--- config.mk ---
export PLATFORM = sky130hd
export DESIGN_NAME = sap_program_ram
export DESIGN_NICKNAME = d
export VERILOG_FILES = /design/src/rtl/sap_program_ram.sv
export SDC_FILE = /design/constraint.sdc
export NUM_CORES = 1
export LEC_CHECK = 0
export CAP_MARGIN = 25
export CORE_ASPECT_RATIO = 2
export CORE_MARGIN = 4
export CORE_UTILIZATION = 47
export CTS_BUF_LIST = sky130_fd_sc_hd__clkbuf_4 sky130_fd_sc_hd__clkbuf_8
export CTS_CLUSTER_SIZE = 12
export DETAILED_ROUTE_END_ITERATION = 10
export PLACE_DENSITY = 0.78
export SLEW_MARGIN = 20
export SYNTH_ARGS = -nofsm -noshare
export SYNTH_HDL_FRONTEND = slang
export SYNTH_SLANG_ARGS = --single-unit
export TNS_END_PERCENT = 5
--- constraint.sdc ---
create_clock -name clk -period 2.4 [get_ports clk]
set_input_delay 0.48 -clock clk [delete_from_list [all_inputs] [get_ports clk]]
set_output_delay 0.48 -clock clk [all_outputs]
set_load 0.01 [all_outputs]
--- src/rtl/sap_program_ram.sv ---
// sap_program_ram: single-clock SAP program/data RAM with a CPU read/write port,
// a sequential byte-stream programming port and a self-clearing sequencer that
// zeroes the whole array after every reset.
module sap_program_ram #(
  parameter int unsigned DATA_WIDTH = 8,
  parameter int unsigned DEPTH      = 16,
  parameter int unsigned ADDR_WIDTH = 4
) (
  input  logic                  clk,
  input  logic                  reset,
  // CPU read port
  input  logic                  readEnable,
  input  logic [ADDR_WIDTH-1:0] readAddress,
  output logic [DATA_WIDTH-1:0] dataOut,
  output logic                  dataValid,
  // CPU write port
  input  logic                  writeEnable,
  input  logic [ADDR_WIDTH-1:0] writeAddress,
  input  logic [DATA_WIDTH-1:0] writeData,
  // Programming port
  input  logic                  progMode,
  input  logic                  progValid,
  input  logic [DATA_WIDTH-1:0] progData,
  output logic                  progReady,
  output logic                  progDone,
  output logic                  busy
);

  localparam logic [ADDR_WIDTH-1:0] LAST_ADDR = ADDR_WIDTH'(DEPTH - 1);

  typedef enum logic [1:0] {
    ST_CLEAR = 2'd0,
    ST_RUN   = 2'd1,
    ST_LOAD  = 2'd2,
    ST_DONE  = 2'd3
  } state_e;

  state_e                  state_q,    state_d;
  logic [ADDR_WIDTH-1:0]   clr_ptr_q,  clr_ptr_d;
  logic [ADDR_WIDTH-1:0]   load_ptr_q, load_ptr_d;
  logic [DATA_WIDTH-1:0]   dout_q,     dout_d;
  logic                    dvalid_q,   dvalid_d;

  logic [DATA_WIDTH-1:0]   mem_q [DEPTH];
  logic                    mem_we;
  logic [ADDR_WIDTH-1:0]   mem_waddr;
  logic [DATA_WIDTH-1:0]   mem_wdata;

  // State, pointers and read data register; reset restarts the clear sequence
  always_ff @(posedge clk) begin
    if (reset) begin
      state_q    <= ST_CLEAR;
      clr_ptr_q  <= '0;
      load_ptr_q <= '0;
      dout_q     <= '0;
      dvalid_q   <= 1'b0;
    end else begin
      state_q    <= state_d;
      clr_ptr_q  <= clr_ptr_d;
      load_ptr_q <= load_ptr_d;
      dout_q     <= dout_d;
      dvalid_q   <= dvalid_d;
    end
  end

  // Storage array: exactly one write source per cycle, selected by the FSM
  always_ff @(posedge clk) begin
    if (mem_we && !reset) begin
      mem_q[mem_waddr] <= mem_wdata;
    end
  end

  // Next-state, pointer and write-port decode
  always_comb begin
    state_d    = state_q;
    clr_ptr_d  = clr_ptr_q;
    load_ptr_d = load_ptr_q;
    dout_d     = dout_q;
    dvalid_d   = 1'b0;
    mem_we     = 1'b0;
    mem_waddr  = '0;
    mem_wdata  = '0;

    unique case (state_q)
      ST_CLEAR: begin
        mem_we    = 1'b1;
        mem_waddr = clr_ptr_q;
        clr_ptr_d = clr_ptr_q + ADDR_WIDTH'(1);
        if (clr_ptr_q == LAST_ADDR) begin
          state_d = ST_RUN;
        end
      end

      ST_RUN: begin
        // Read samples the array before this edge's write: read-first
        if (readEnable) begin
          dout_d   = mem_q[readAddress];
          dvalid_d = 1'b1;
        end
        if (writeEnable) begin
          mem_we    = 1'b1;
          mem_waddr = writeAddress;
          mem_wdata = writeData;
        end
        if (progMode) begin
          state_d    = ST_LOAD;
          load_ptr_d = '0;
        end
      end

      ST_LOAD: begin
        if (progValid) begin
          mem_we     = 1'b1;
          mem_waddr  = load_ptr_q;
          mem_wdata  = progData;
          load_ptr_d = load_ptr_q + ADDR_WIDTH'(1);
          if (load_ptr_q == LAST_ADDR) begin
            state_d = ST_DONE;
          end
        end
        // Leaving programming mode wins; a byte on this edge is still stored
        if (!progMode) begin
          state_d = ST_RUN;
        end
      end

      ST_DONE: begin
        if (!progMode) begin
          state_d = ST_RUN;
        end
      end

      default: begin
        state_d = ST_CLEAR;
      end
    endcase
  end

  assign dataOut   = dout_q;
  assign dataValid = dvalid_q;
  assign busy      = (state_q == ST_CLEAR);
  assign progReady = (state_q == ST_LOAD);
  assign progDone  = (state_q == ST_DONE);

endmodule

==> run_results.csv <==
group,metric,value,unit
global_route,antenna_found_initial,0,
timing,whs,495,ps
finish,multi_input_area,0.00181,mm2
synthesis,synth_warnings,0,
finish,finalNetCount,461,
synthesis,syn_nets,366,
floorplan,dieArea,0.0148,mm2
route,drt-wirelength-per-cell,21.8,um
clock_network,htree_levels,4,
synthesis,synth_async_sr_flop_share,0,
pwr,max-vdd-ir-drop,0.460,mV
worst_setup_path,worstSetupStartpointType,"flop",
floorplan,die_x,88,um
synthesis,yosysMostFrequentCell,"edfxtp_1",
timing,fin_tns_setup,0,ps
hold_path,min_path_type,"flop to flop",
synthesis,synth_edf_count,128,
placed_design,dp_hpwl,9.25,mm
clock_network,ctsHoldBuffers,0,
clock_network,ctsLongestPathBuffers,2,
outcome,status,"finished clean",
synthesis,synthTopCellsByCount,"128 x edfxtp_1, 28 x mux4_2, 28 x nor2_1, 19 x dfxtp_1, 10 x mux2_2",
clock_network,cts-root-buf,"clkbuf_8",
pwr,p_sw_frac,0.209,
floorplan,fp-row-count,58,
route,wl,12.8,mm
pwr,comb_power_share,0.055,
synthesis,syn_avg_cell_area,18.3,um2
synthesis,yosysTopAreaCellShare,0.639,
synthesis,netlist_area,0.00602,mm2
synthesis,synth_ff_type,"edfxtp_1",
clock_network,clk_latency,420,ps
timing,hold_viol,0,
pwr,total_power,4.93,mW
finish,ff_latch_area,0.00423,mm2
global_route,grt_overflow_total,0,
pwr,power_frac_seq,0.565,
synthesis,synth_top_area_cell,"edfxtp_1",
pwr,power_switching,1.03,mW
clock_network,clk_pin_slew_worst_paths,80,ps
worst_setup_path,critical_path_class,"flop to flop",
route,firstDrtPassIters,4,
timing,skew,10.7,ps
global_route,grt-busiest-layer,"met2",
worst_setup_path,cp.required,2530,ps
synthesis,ys_top_cells_by_area,"edfxtp_1 64%, mux4_2 10%, dfxtp_1 6.3%, mux2_2 1.9%, mux4_1 1.7%",
timing,slew_violations,0,
global_route,track_usage,0.185,
route,drc,0,
job,maxCapViolCount,0,
floorplan,die_y,168,um
floorplan,core_area,0.0126,mm2
worst_setup_path,cp_max_fo,8,
global_route,met3_usage,0.0323,
synthesis,yosysUniqueCellTypes,41,
timing,max_freq,425,MHz
pwr,pwr-share-clk,0.380,
global_route,use_met1,0.188,
timing,fin_crit,2350,ps
timing,worst_pin_slew,974,ps
placed_design,place_area,0.00695,mm2
finish,syn_to_final_growth,24.0,%
clock_network,cts_inserted_buffers,17,
synthesis,ys_seq_area_frac,0.702,
clock_network,cts_tree,"done",
finish,drive_gt1_frac,0.346,
placed_design,gp_congestion,0.875,
finish,design_area,0.00746,mm2
global_route,grt_pass1_vias,3687,
worst_setup_path,end_kind,"flop",
timing,setup_viol,0,
worst_setup_path,r2r_slack,50,ps
pwr,intPower,3.90,mW
route,num_vias,3334,
floorplan,pin_count,42,
global_route,grt_pass1_wl,19.8,mm
timing,period_share,0.979,
finish,fillers,927,
route,ant_nets,0,
pwr,powerDensity,661,mW/mm2
floorplan,initial_core_util,0.479,
global_route,gr-usage-met2,0.354,
worst_setup_path,crit_arrival,2480,ps
route,dr.first_iter.drc_count,202,
placed_design,numPortBuffers,41,
route,vias_per_cell,5.69,
finish,antennaDiodeCount,0,
clock_network,cts.sinks,147,
global_route,grt_max_degree,25,
timing,relSlewSlack,0.349,
synthesis,synthCells,328,
synthesis,ys_seq_elements,147,
pwr,leakage,2.69,nW
==> area by class of cell <==
type                    count  area share
flip-flops and latches    147       0.567
multi-input cells         164       0.243
repair buffers             89       0.110
clock buffers              20      0.0352
well taps                 150      0.0252
clock inverters            12      0.0176
inverters                   4     0.00235
==> logic make-up after synthesis <==
family,after synthesis,share of synthesized area
flip-flops,147,0.702
buffers and inverters,17,0.0148
adder cells (fa/ha/maj),8,0.0166
XOR/XNOR,6,0.00874
AND/OR/NAND/NOR,62,0.0543
AO/OA/AOI/OAI,43,0.0574
multiplexers,45,0.146
==> critical path: stages, from the launching register on <==
cell      delay [ps]
dfxtp_4          390
inv_2             60
ha_2             200
buf_4            150
a222oi_1         460
or3b_4           510
nor2_4           130
buf_6            150
==> cell usage in the layout (no fill, tap or decap), types with 3 or more instances in the layout <==
| master | synthesis | routed |
|---|---|---|
| a211oi_1 | 4 | 3 |
| nor2_1 | 28 | 17 |
| a22o_1 | 8 | 8 |
| nor2b_1 | 9 | 5 |
| ha_1 | 8 | 5 |
| clkbuf_8 | 0 | 18 |
| buf_6 | 1 | 5 |
| nand3_1 | 4 | 3 |
| a21oi_1 | 5 | 5 |
| mux4_1 | 4 | 4 |
| nand2_1 | 4 | 4 |
| buf_4 | 2 | 40 |
| xnor2_1 | 4 | 4 |
| a22oi_1 | 8 | 8 |
| clkdlybuf4s50_1 | 0 | 40 |
| dfxtp_1 | 19 | 17 |
| mux2i_1 | 3 | 3 |
| inv_6 | 0 | 3 |
| nor2_2 | 0 | 7 |
| a221o_1 | 7 | 7 |
| a32oi_1 | 3 | 3 |
| clkinvlp_4 | 0 | 4 |
| buf_12 | 0 | 3 |
| nor2b_2 | 0 | 4 |
| nor2_4 | 0 | 4 |
| edfxtp_1 | 128 | 128 |
| mux2_2 | 10 | 10 |
| clkinv_2 | 0 | 3 |
| mux4_2 | 28 | 28 |
| or3b_2 | 3 | 3 |
==> power groups by stage <==
stage | combinational, mW | clock, mW | sequential, mW
after floorplan | 0.145 | 0 | 2.84
after global placement | 0.256 | 0 | 2.84
after detailed placement | 0.263 | 0 | 2.84
after CTS | 0.265 | 1.90 | 2.79
after global routing | 0.290 | 2.02 | 2.79
final | 0.271 | 1.87 | 2.79
==> state kept, by name, indices dropped and copies added (netlist names) <==
signal / flops
dataOut: 8
mem_q: 128
dataValid: 1
state_q: 2
clr_ptr_q: 4
load_ptr_q: 4
==> layer usage <==
metal / wire length, um / vias to the layer above
li1: - / 1541
met1: 4220 / 1683
met2: 7800 / 90
met3: 365 / 20
met4: 365 / 0
met5: 0 / -
==> stage by stage <==
stage                     cells  utilization  setup WS (ps)
after floorplan             328            -           -126
after global placement      553        0.554           -305
after detailed placement    553        0.554           -377
after CTS                   585        0.586          -73.4
after global routing        586        0.594          -31.9
final                       586        0.594           49.2
==> path summary, 6_finish.rpt <==
path / to / from / cells after the start
worst max-delay path: mem_q[10][7]$_DFFE_PP_ / state_q[1]$_SDFFE_PP0P_ / 7
worst min register to register: dataOut[6]$_SDFFE_PP0P_ / dataOut[6]$_SDFFE_PP0P_ / 1
worst max register to register: mem_q[10][7]$_DFFE_PP_ / state_q[1]$_SDFFE_PP0P_ / 7
worst min-delay path: dataOut[6]$_SDFFE_PP0P_ / dataOut[6]$_SDFFE_PP0P_ / 1
==> what timing repair did <==
item,CTS,global route
buffers inserted,0,1
endpoints found under the hold margin,0,0
pin swaps,4,6
setup endpoints to repair,136,176
resized for setup,5,26
No activity file was read; power rests on OpenSTA's default activity.
